**src/rtl/pipe_mmio_ports.sv**
```systemverilog
// MMIO port block for the MEM stage: synchronised inputs with sticky change status,
// registered outputs with write strobes, masked level interrupt; loads are combinational.
module pipe_mmio_ports #(
  parameter int NUM_IN      = 2,
  parameter int NUM_OUT     = 3,
  parameter int IN_W        = 5,
  parameter int OUT_W       = 8,
  parameter int SYNC_STAGES = 2
) (
  input  logic                     clock,
  input  logic                     resetn,
  input  logic                     io_sel,
  input  logic                     we,
  input  logic [7:0]               addr,
  input  logic [31:0]              wdata,
  output logic [31:0]              rdata,
  input  logic [NUM_IN*IN_W-1:0]   in_ports,
  output logic [NUM_OUT*OUT_W-1:0] out_ports,
  output logic [NUM_OUT-1:0]       out_strobe,
  output logic                     irq
);

  localparam logic [5:0] CHG_WORD = 6'd16;
  localparam logic [5:0] IEN_WORD = 6'd17;

  logic [IN_W-1:0]  sync_q  [NUM_IN][SYNC_STAGES];
  logic [IN_W-1:0]  prev_q  [NUM_IN];
  logic [IN_W-1:0]  in_data [NUM_IN];
  logic [OUT_W-1:0] out_q   [NUM_OUT];
  logic [NUM_IN-1:0] chg_status, irq_en, chg, clr;
  logic [NUM_OUT-1:0] out_hit;
  logic [5:0] word;
  logic wr;
  logic unused;

  assign word   = addr[7:2];
  assign wr     = io_sel & we;
  assign unused = ^{addr[1:0], wdata};

  always_comb begin
    chg = '0;
    for (int i = 0; i < NUM_IN; i++) begin
      in_data[i] = sync_q[i][SYNC_STAGES-1];
      chg[i]     = (in_data[i] != prev_q[i]);
    end
  end

  always_comb begin
    out_hit = '0;
    for (int j = 0; j < NUM_OUT; j++)
      out_hit[j] = wr && (word == 6'(8 + j));
    clr = (wr && word == CHG_WORD) ? wdata[NUM_IN-1:0] : '0;
  end

  // Loads see pre-write state; the new value of a same-cycle store appears next cycle.
  always_comb begin
    rdata = '0;
    for (int i = 0; i < NUM_IN; i++)
      if (word == 6'(i)) rdata[IN_W-1:0] = in_data[i];
    for (int j = 0; j < NUM_OUT; j++)
      if (word == 6'(8 + j)) rdata[OUT_W-1:0] = out_q[j];
    if (word == CHG_WORD) rdata[NUM_IN-1:0] = chg_status;
    if (word == IEN_WORD) rdata[NUM_IN-1:0] = irq_en;
  end

  always_ff @(posedge clock) begin
    if (!resetn) begin
      for (int i = 0; i < NUM_IN; i++) begin
        for (int s = 0; s < SYNC_STAGES; s++) sync_q[i][s] <= '0;
        prev_q[i] <= '0;
      end
      for (int j = 0; j < NUM_OUT; j++) out_q[j] <= '0;
      chg_status <= '0;
      irq_en     <= '0;
      out_strobe <= '0;
    end else begin
      for (int i = 0; i < NUM_IN; i++) begin
        sync_q[i][0] <= in_ports[i*IN_W +: IN_W];
        for (int s = 1; s < SYNC_STAGES; s++) sync_q[i][s] <= sync_q[i][s-1];
        prev_q[i] <= in_data[i];
      end
      for (int j = 0; j < NUM_OUT; j++)
        if (out_hit[j]) out_q[j] <= wdata[OUT_W-1:0];
      // A fresh change beats a same-cycle W1C so no event is lost.
      chg_status <= chg | (chg_status & ~clr);
      if (wr && word == IEN_WORD) irq_en <= wdata[NUM_IN-1:0];
      out_strobe <= out_hit;
    end
  end

  genvar g;
  generate
    for (g = 0; g < NUM_OUT; g++) begin : g_out
      assign out_ports[g*OUT_W +: OUT_W] = out_q[g];
    end
  endgenerate

  assign irq = |(chg_status & irq_en);

endmodule

```
**config.mk**
```make
export PLATFORM = sky130hd
export DESIGN_NAME = pipe_mmio_ports
export DESIGN_NICKNAME = d
export VERILOG_FILES = /design/src/rtl/pipe_mmio_ports.sv
export SDC_FILE = /design/constraint.sdc
export NUM_CORES = 1
export LEC_CHECK = 0
export BUFFER_PORTS_ARGS = -buffer_cell sky130_fd_sc_hd__buf_2
export CAP_MARGIN = 20
export CORE_UTILIZATION = 40
export CTS_BUF_LIST = sky130_fd_sc_hd__clkbuf_4 sky130_fd_sc_hd__clkbuf_8
export DETAILED_ROUTE_END_ITERATION = 8
export GPL_TIMING_DRIVEN = 0
export PLACE_DENSITY = 0.69
export SYNTH_ARGS = -nofsm -noshare
export SYNTH_HDL_FRONTEND = slang
export SYNTH_SLANG_ARGS = --single-unit
```
**constraint.sdc**
```tcl
create_clock -name clock -period 2.95 [get_ports clock]
set_clock_uncertainty 0.2 [all_clocks]
set_input_delay 0.1475 -clock clock [delete_from_list [all_inputs] [get_ports clock]]
set_output_delay 0.1475 -clock clock [all_outputs]
set_load 0.005 [all_outputs]
```
==> run metrics, run 1 <==
status finished, final reports clean; FF-to-FF Start sync_q[0][4]; max-cap violations 0; fmax 435 MHz; number of synthesized flops with an enable pin 24; distinct cell type count after synthesis 40; commonest non-fill, non-tap cell in the layout buf_2; Post-route DRC 0; drt pass-1 iters 4; r2r endpoint chg_status[0]; final setup fails 0; Post-layout nets 401; Critical Path End Type register; first-pass GRT wire length 7810 µm; Clock transition at path regs 70 ps; Initial Utilization 41.2%; GR Overflow Total 0; CTS Buf Count 9; clock sinks 61; Total Power 1.79 mW; dominant synthesized flop cell dfxtp_1; die height 82.7 µm; number of port buffers 63; Fin. Hold Viols 0; worst vdd ir 0.000396 V; # rows 29; P&R area growth vs syn 34.7%; via count 1,968; Post-Layout Cell Count 428; Setup crit end out_q[0][4]; CP required 2790 ps; sequential share of the synthesized area 56.2%; yosys warns 0; CTS tree yes; Slew HR 61.5%; hpwl dp 3890 µm; initial antenna violation count 0; Die W 82.7 µm; Worst EP arrival 2140 ps; P_leak 1.57 nW; Worst R2R Setup Slack 1660 ps; CP Class input port to register; R2R depth 3; CP Launch Point addr[2]; Cells after DPL 393; async set-reset flop share out of synthesis 0%; WHS 19.9 ps; RSZ-0062 raised after global routing false; CP max FO 10; Via density 4.60; largest net degree at the start of global routing 11; I/O pins 114; Startpoint Class input port; clk root buf clkbuf_8; pwr dens 510 nW/µm²; core area 6310 µm²; filler instances 537; Detailed Route WL 5350 µm; Post-CTS Setup Inserts 0; vias in the first global route 1,711; Die Footprint 6830 µm²; worst-margin pin slew 572 ps; Routed Antenna Nets 0; WL/cell 12.5 µm; max-slew violations 0; mean area per synthesized cell 11.5 µm²; H-tree levels 3; register bit total from synthesis 61; setup TNS 0 ps; Final min period 2300 ps; All-Layer GR Usage 16.1%; share of layout cells above drive strength 1 34.5%; most frequent cells in the layout 67 x buf_2, 38 x and2_1, 37 x dfxtp_1; post-synthesis cell count 227; Final Core Density 55.5%; ANT cells 0; final worst-path cycle share 77.9%; Max clock buf depth 2; initial DRC count 150; hold crit path type input port to register; insertion delay to the later sink of the worst-skew pair 330 ps; area of the mapped netlist 2600 µm²; routability cong. 0.826
[Yosys cell counts (3+ instances only)]
cell type / n / area share, %
and2_1: 38 / 9.1
dfxtp_1: 37 / 28
buf_4: 25 / 7.2
edfxtp_1: 24 / 28
nor2_1: 14 / 2.0
mux2i_1: 8 / 3.1
nand2_1: 7 / 1.0
xnor2_1: 6 / 2.0
clkbuf_1: 5 / 0.72
o21ai_0: 5 / 0.96
a21oi_1: 4 / 0.77
nand3_1: 4 / 0.77
nor3_1: 4 / 0.77
o2bb2ai_1: 4 / 1.3
xor2_1: 4 / 1.3
a22oi_1: 3 / 0.87
buf_2: 3 / 0.58
mux2_2: 3 / 1.3
nand2b_1: 3 / 0.72
[metal layers]
layer  part of all wire (%)  track usage, %  vias to the layer above
met5                      0               0                        -
met4                    1.8            8.79                        0
met3                    7.5            4.40                       10
met2                     46            23.9                       93
met1                     45            21.2                      889
li1                       -               -                      976
[how the worst min path moves through the flow]
stage	to	startpoint	slack, ps	depth (start not counted)
after global routing	out_strobe[2]	io_sel	30	3
final	out_strobe[2]	io_sel	20	3
after global placement	sync_q[1][7]	in_ports[7]	160	2
after CTS	out_strobe[2]	io_sel	4	3
after floorplan	sync_q[0][8]	in_ports[3]	70	1
after detailed placement	sync_q[1][9]	in_ports[9]	160	2
[metrics by stage]
step	setup slack, ps	cell area, µm²
6_report	653	3500
5_1_grt	590	3500
4_1_cts	683	3500
3_5_place_dp	707	3130
3_3_place_gp	11.7	3100
2_1_floorplan	818	2690
[worst max-delay path, cell delays in order]
cell and delay, ps:
dlygate4sd3_1 540, buf_2 150, buf_2 200, buf_2 230
o41ai_2 620, buf_4 260
[sequential cells by signal (all words and copies together), names as in the netlist]
name and cells:
sync_q 20, out_strobe 3, prev_q 10, out_q 24, irq_en 2, chg_status 2
[final cells by class]
| cell class | instances | area, µm² | area share [%] |
|---|---|---|---|
| plain buffers | 33 | 221 | 6.32 |
| clock buffers | 13 | 166 | 4.75 |
| clock inverters | 2 | 10.0 | 0.286 |
| inverters | 2 | 7.51 | 0.214 |
| multi-input cells | 154 | 1010 | 28.7 |
| flip-flops and latches | 61 | 1460 | 41.7 |
| well taps | 77 | 96.3 | 2.75 |
| repair buffers | 86 | 536 | 15.3 |
[report_power, final]
part | leakage [nW] | internal [mW] | switching (mW)
logic | 0.941 | 0.107 | 0.0896
clock network | 0.0961 | 0.362 | 0.296
registers | 0.532 | 0.912 | 0.0199
total | 1.57 | 1.38 | 0.405
[cell families after synthesis]
logic type / count (synthesis) / synth area share [%]
multiplexers: 11 / 4.38
other: 1 / 0.144
AND/OR/NAND/NOR: 79 / 18.1
flip-flops: 61 / 56.2
XOR/XNOR: 10 / 3.37
buffers and inverters: 35 / 8.80
AO/OA/AOI/OAI: 30 / 9.04
[repair_timing]
item	CTS	global route
hold endpoints to repair	36	0
hold buffers	20	0
resized for setup	0	0
Note: power is estimated with default switching activity, not from simulation.
==> inputs of run 2 (changes only) <==
--- a/config.mk
+++ b/config.mk
@@ -5,13 +5,14 @@
 export SDC_FILE = /design/constraint.sdc
 export NUM_CORES = 1
 export LEC_CHECK = 0
+export ABC_AREA = 1
 export BUFFER_PORTS_ARGS = -buffer_cell sky130_fd_sc_hd__buf_2
 export CAP_MARGIN = 20
 export CORE_UTILIZATION = 40
 export CTS_BUF_LIST = sky130_fd_sc_hd__clkbuf_4 sky130_fd_sc_hd__clkbuf_8
 export DETAILED_ROUTE_END_ITERATION = 8
 export GPL_TIMING_DRIVEN = 0
-export PLACE_DENSITY = 0.69
+export PLACE_DENSITY = 0.72
 export SYNTH_ARGS = -nofsm -noshare
 export SYNTH_HDL_FRONTEND = slang
 export SYNTH_SLANG_ARGS = --single-unit
==> constraint.sdc (replaced) <==
create_clock -name clock -period 1.95 [get_ports clock]
set_clock_uncertainty 0.2 [all_clocks]
set_input_delay 0.0975 -clock clock [delete_from_list [all_inputs] [get_ports clock]]
set_output_delay 0.0975 -clock clock [all_outputs]
set_load 0.005 [all_outputs]
==> run 2 against run 1 <==
  * Wire length rose by 3.1%
  * Power increased by 55%
  * Sequential cell count unchanged
  * Largest power group unchanged
  * Hold slack improved by 48 ps
  * Critical path depth up 3
  * Synthesized cell count grew 30%
==> run metrics, run 2 <==
Worst EP arrival 1770 ps; Final min period 1820 ps; Largest register FFs 24; RSZ-0062 raised after global routing false; setup ws final 134 ps; count leader, synth nand2_1; CP Class input port to register; final setup fails 0; yosys warns 0; share of the synthesized area in the top cell type 28.1%; worst-margin pin slew 672 ps; ANT cells 0; slowest CP cell dlygate4sd3_1; dominant synthesized flop cell dfxtp_1; largest net degree at the start of global routing 12; area of the mapped netlist 2640 µm²; Biggest register out_q; most frequent cells in the layout 70 x nand2_1, 63 x buf_2, 51 x inv_1; worst vdd ir 0.000618 V; final worst-path cycle share 93.1%; drt pass-1 iters 5; I/O pins 114; first-pass GRT wire length 8530 µm; distinct cell type count after synthesis 25; number of synthesized flops with an enable pin 24; CP Launch Point resetn; Startpoint Class input port; H-tree levels 3; P&R area growth vs syn 36.1%; Worst R2R Setup Slack 740 ps; number of port buffers 62; hpwl dp 4020 µm; via count 2,124; initial antenna violation count 0; Area contributors post-synth dfxtp_1 28%, edfxtp_1 27%, nand2_1 10%; pwr dens 773 nW/µm²; die height 83.2 µm; Detailed Route WL 5510 µm; CP Cell Sequence buf_4, dlygate4sd3_1, inv_2, nor2_1, inv_2, nor2_2, nor3_4, buf_12, nor2_1; hold path depth 4; Crit path depth 9; Initial Utilization 41.5%; Via density 4.27; # rows 29; GR Overflow Total 0; All-Layer GR Usage 16.2%; register bit total from synthesis 61; initial DRC count 92; Post-route DRC 0; CP max FO 8; Max clock buf depth 2; Clock transition at path regs 70 ps; insertion delay to the later sink of the worst-skew pair 340 ps; Largest regs out_q x24, sync_q x20, prev_q x10; Critical Path End Type register; WHS 68.2 ps; Buf/Inv on CP 5; core area 6350 µm²; routability cong. 0.851; WL/cell 11.1 µm; Cells after DPL 459; clock sinks 61; CTS tree yes; Hold EP sync_q[1][8]; P_leak 1.92 nW; CTS Buf Count 9; commonest non-fill, non-tap cell in the layout nand2_1; R2R depth 7; mean area per synthesized cell 8.97 µm²; hold crit path type input port to register; Crit path largest cell delay 680 ps; Place WS -38.5 ps; worst min-delay path startpoint resetn; share of layout cells above drive strength 1 29.9%; post-synthesis cell count 294; Post-layout nets 470; Slew HR 54.7%; Post-synth top cells 70 x nand2_1, 51 x inv_1, 37 x dfxtp_1, 25 x buf_4, 24 x edfxtp_1; CP required 1900 ps; vias in the first global route 1,892; sequential share of the synthesized area 55.4%; max-slew violations 0; Die W 83.2 µm; FF-to-FF Start sync_q[0][2]; Routed Antenna Nets 0; clk root buf clkbuf_8; Post-Layout Cell Count 498; fmax 551 MHz; Die Footprint 6920 µm²; CP delay by family, top buffers and inverters; leading area contributor after synthesis dfxtp_1; r2r endpoint chg_status[0]; Fin. Hold Viols 0; max-cap violations 0; status finished, final reports clean; async set-reset flop share out of synthesis 0%
run 2: cell types whose count changed after synthesis, sizes merged, moves of 4 or more:
cell     delta
and2       -38
inv        +53
mux2i       -8
nor2       +12
nand4       +5
nand2      +66
nand3      +11
o2bb2ai     -4
run 2: worst max-delay path by stage:
stage / to / slack, ps
after floorplan: out_q[0][10] / 290
after global placement: out_q[0][21] / -300
after detailed placement: out_q[0][11] / -40
after CTS: out_q[0][9] / 60
after global routing: out_q[0][1] / 50
final: out_q[0][9] / 130
run 2: worst reg2reg max path, cell delays in order (launching register included):
cell	delay, ps
dfxtp_1	390
inv_1	60
nand2_1	50
nand2_1	50
nor2_1	120
nand3_1	80
nor2_1	100
a21oi_1	60
run 2: per-stage QoR:
step	util (%)	power (mW)	instance area [µm²]	setup TNS (ps)
detailed placement	49.6	1.67	3150	-222
global route	56.6	2.90	3590	0
finish	56.6	2.78	3590	0
CTS	56.2	2.80	3570	0
global placement	49.3	1.66	3130	-6650
floorplan	-	1.58	2720	0
run 2: layout make-up:
| class | count | area [µm²] |
|---|---|---|
| Sequential cell | 61 | 1460 |
| Inverter | 55 | 206 |
| Timing Repair Buffer | 88 | 571 |
| Buffer | 28 | 199 |
| Clock buffer | 10 | 138 |
| Multi-Input combinational cell | 173 | 857 |
| Fill cell | 559 | 2760 |
| Clock inverter | 6 | 62.6 |
| Tap cell | 77 | 96.3 |
run 2: cells by family after synthesis:
| kind of cell | synth area share, % |
|---|---|
| and+or+nand+nor | 23.6 |
| other | 0.142 |
| xor gates and xnor gates | 2.66 |
| buffers and inverters | 15.4 |
| DFF | 55.4 |
| AOI/OAI and AO/OA | 2.80 |
run 2: timing repair:
item                                    CTS  global route
buffers inserted                          0             1
gates resized for setup                   0             0
endpoints found under the setup margin    0            15
endpoints found under the hold margin    41             0
hold buffers                             22             0
run 2: layer usage:
layer | GRT usage [%] | routed length (µm) | vias to the layer above
met4 | 8.46 | 92 | 0
met2 | 27.0 | 2770 | 73
met1 | 18.4 | 2220 | 941
li1 | - | - | 1099
met3 | 5.37 | 420 | 11
met5 | 0 | 0 | -
run 2: where the power goes:
part | leakage [nW] | total, mW | internal, mW | switching, mW
clock network | 0.106 | 1.10 | 0.621 | 0.479
registers | 0.532 | 1.41 | 1.38 | 0.0302
logic | 1.29 | 0.266 | 0.134 | 0.132
total | 1.92 | 2.78 | 2.14 | 0.641
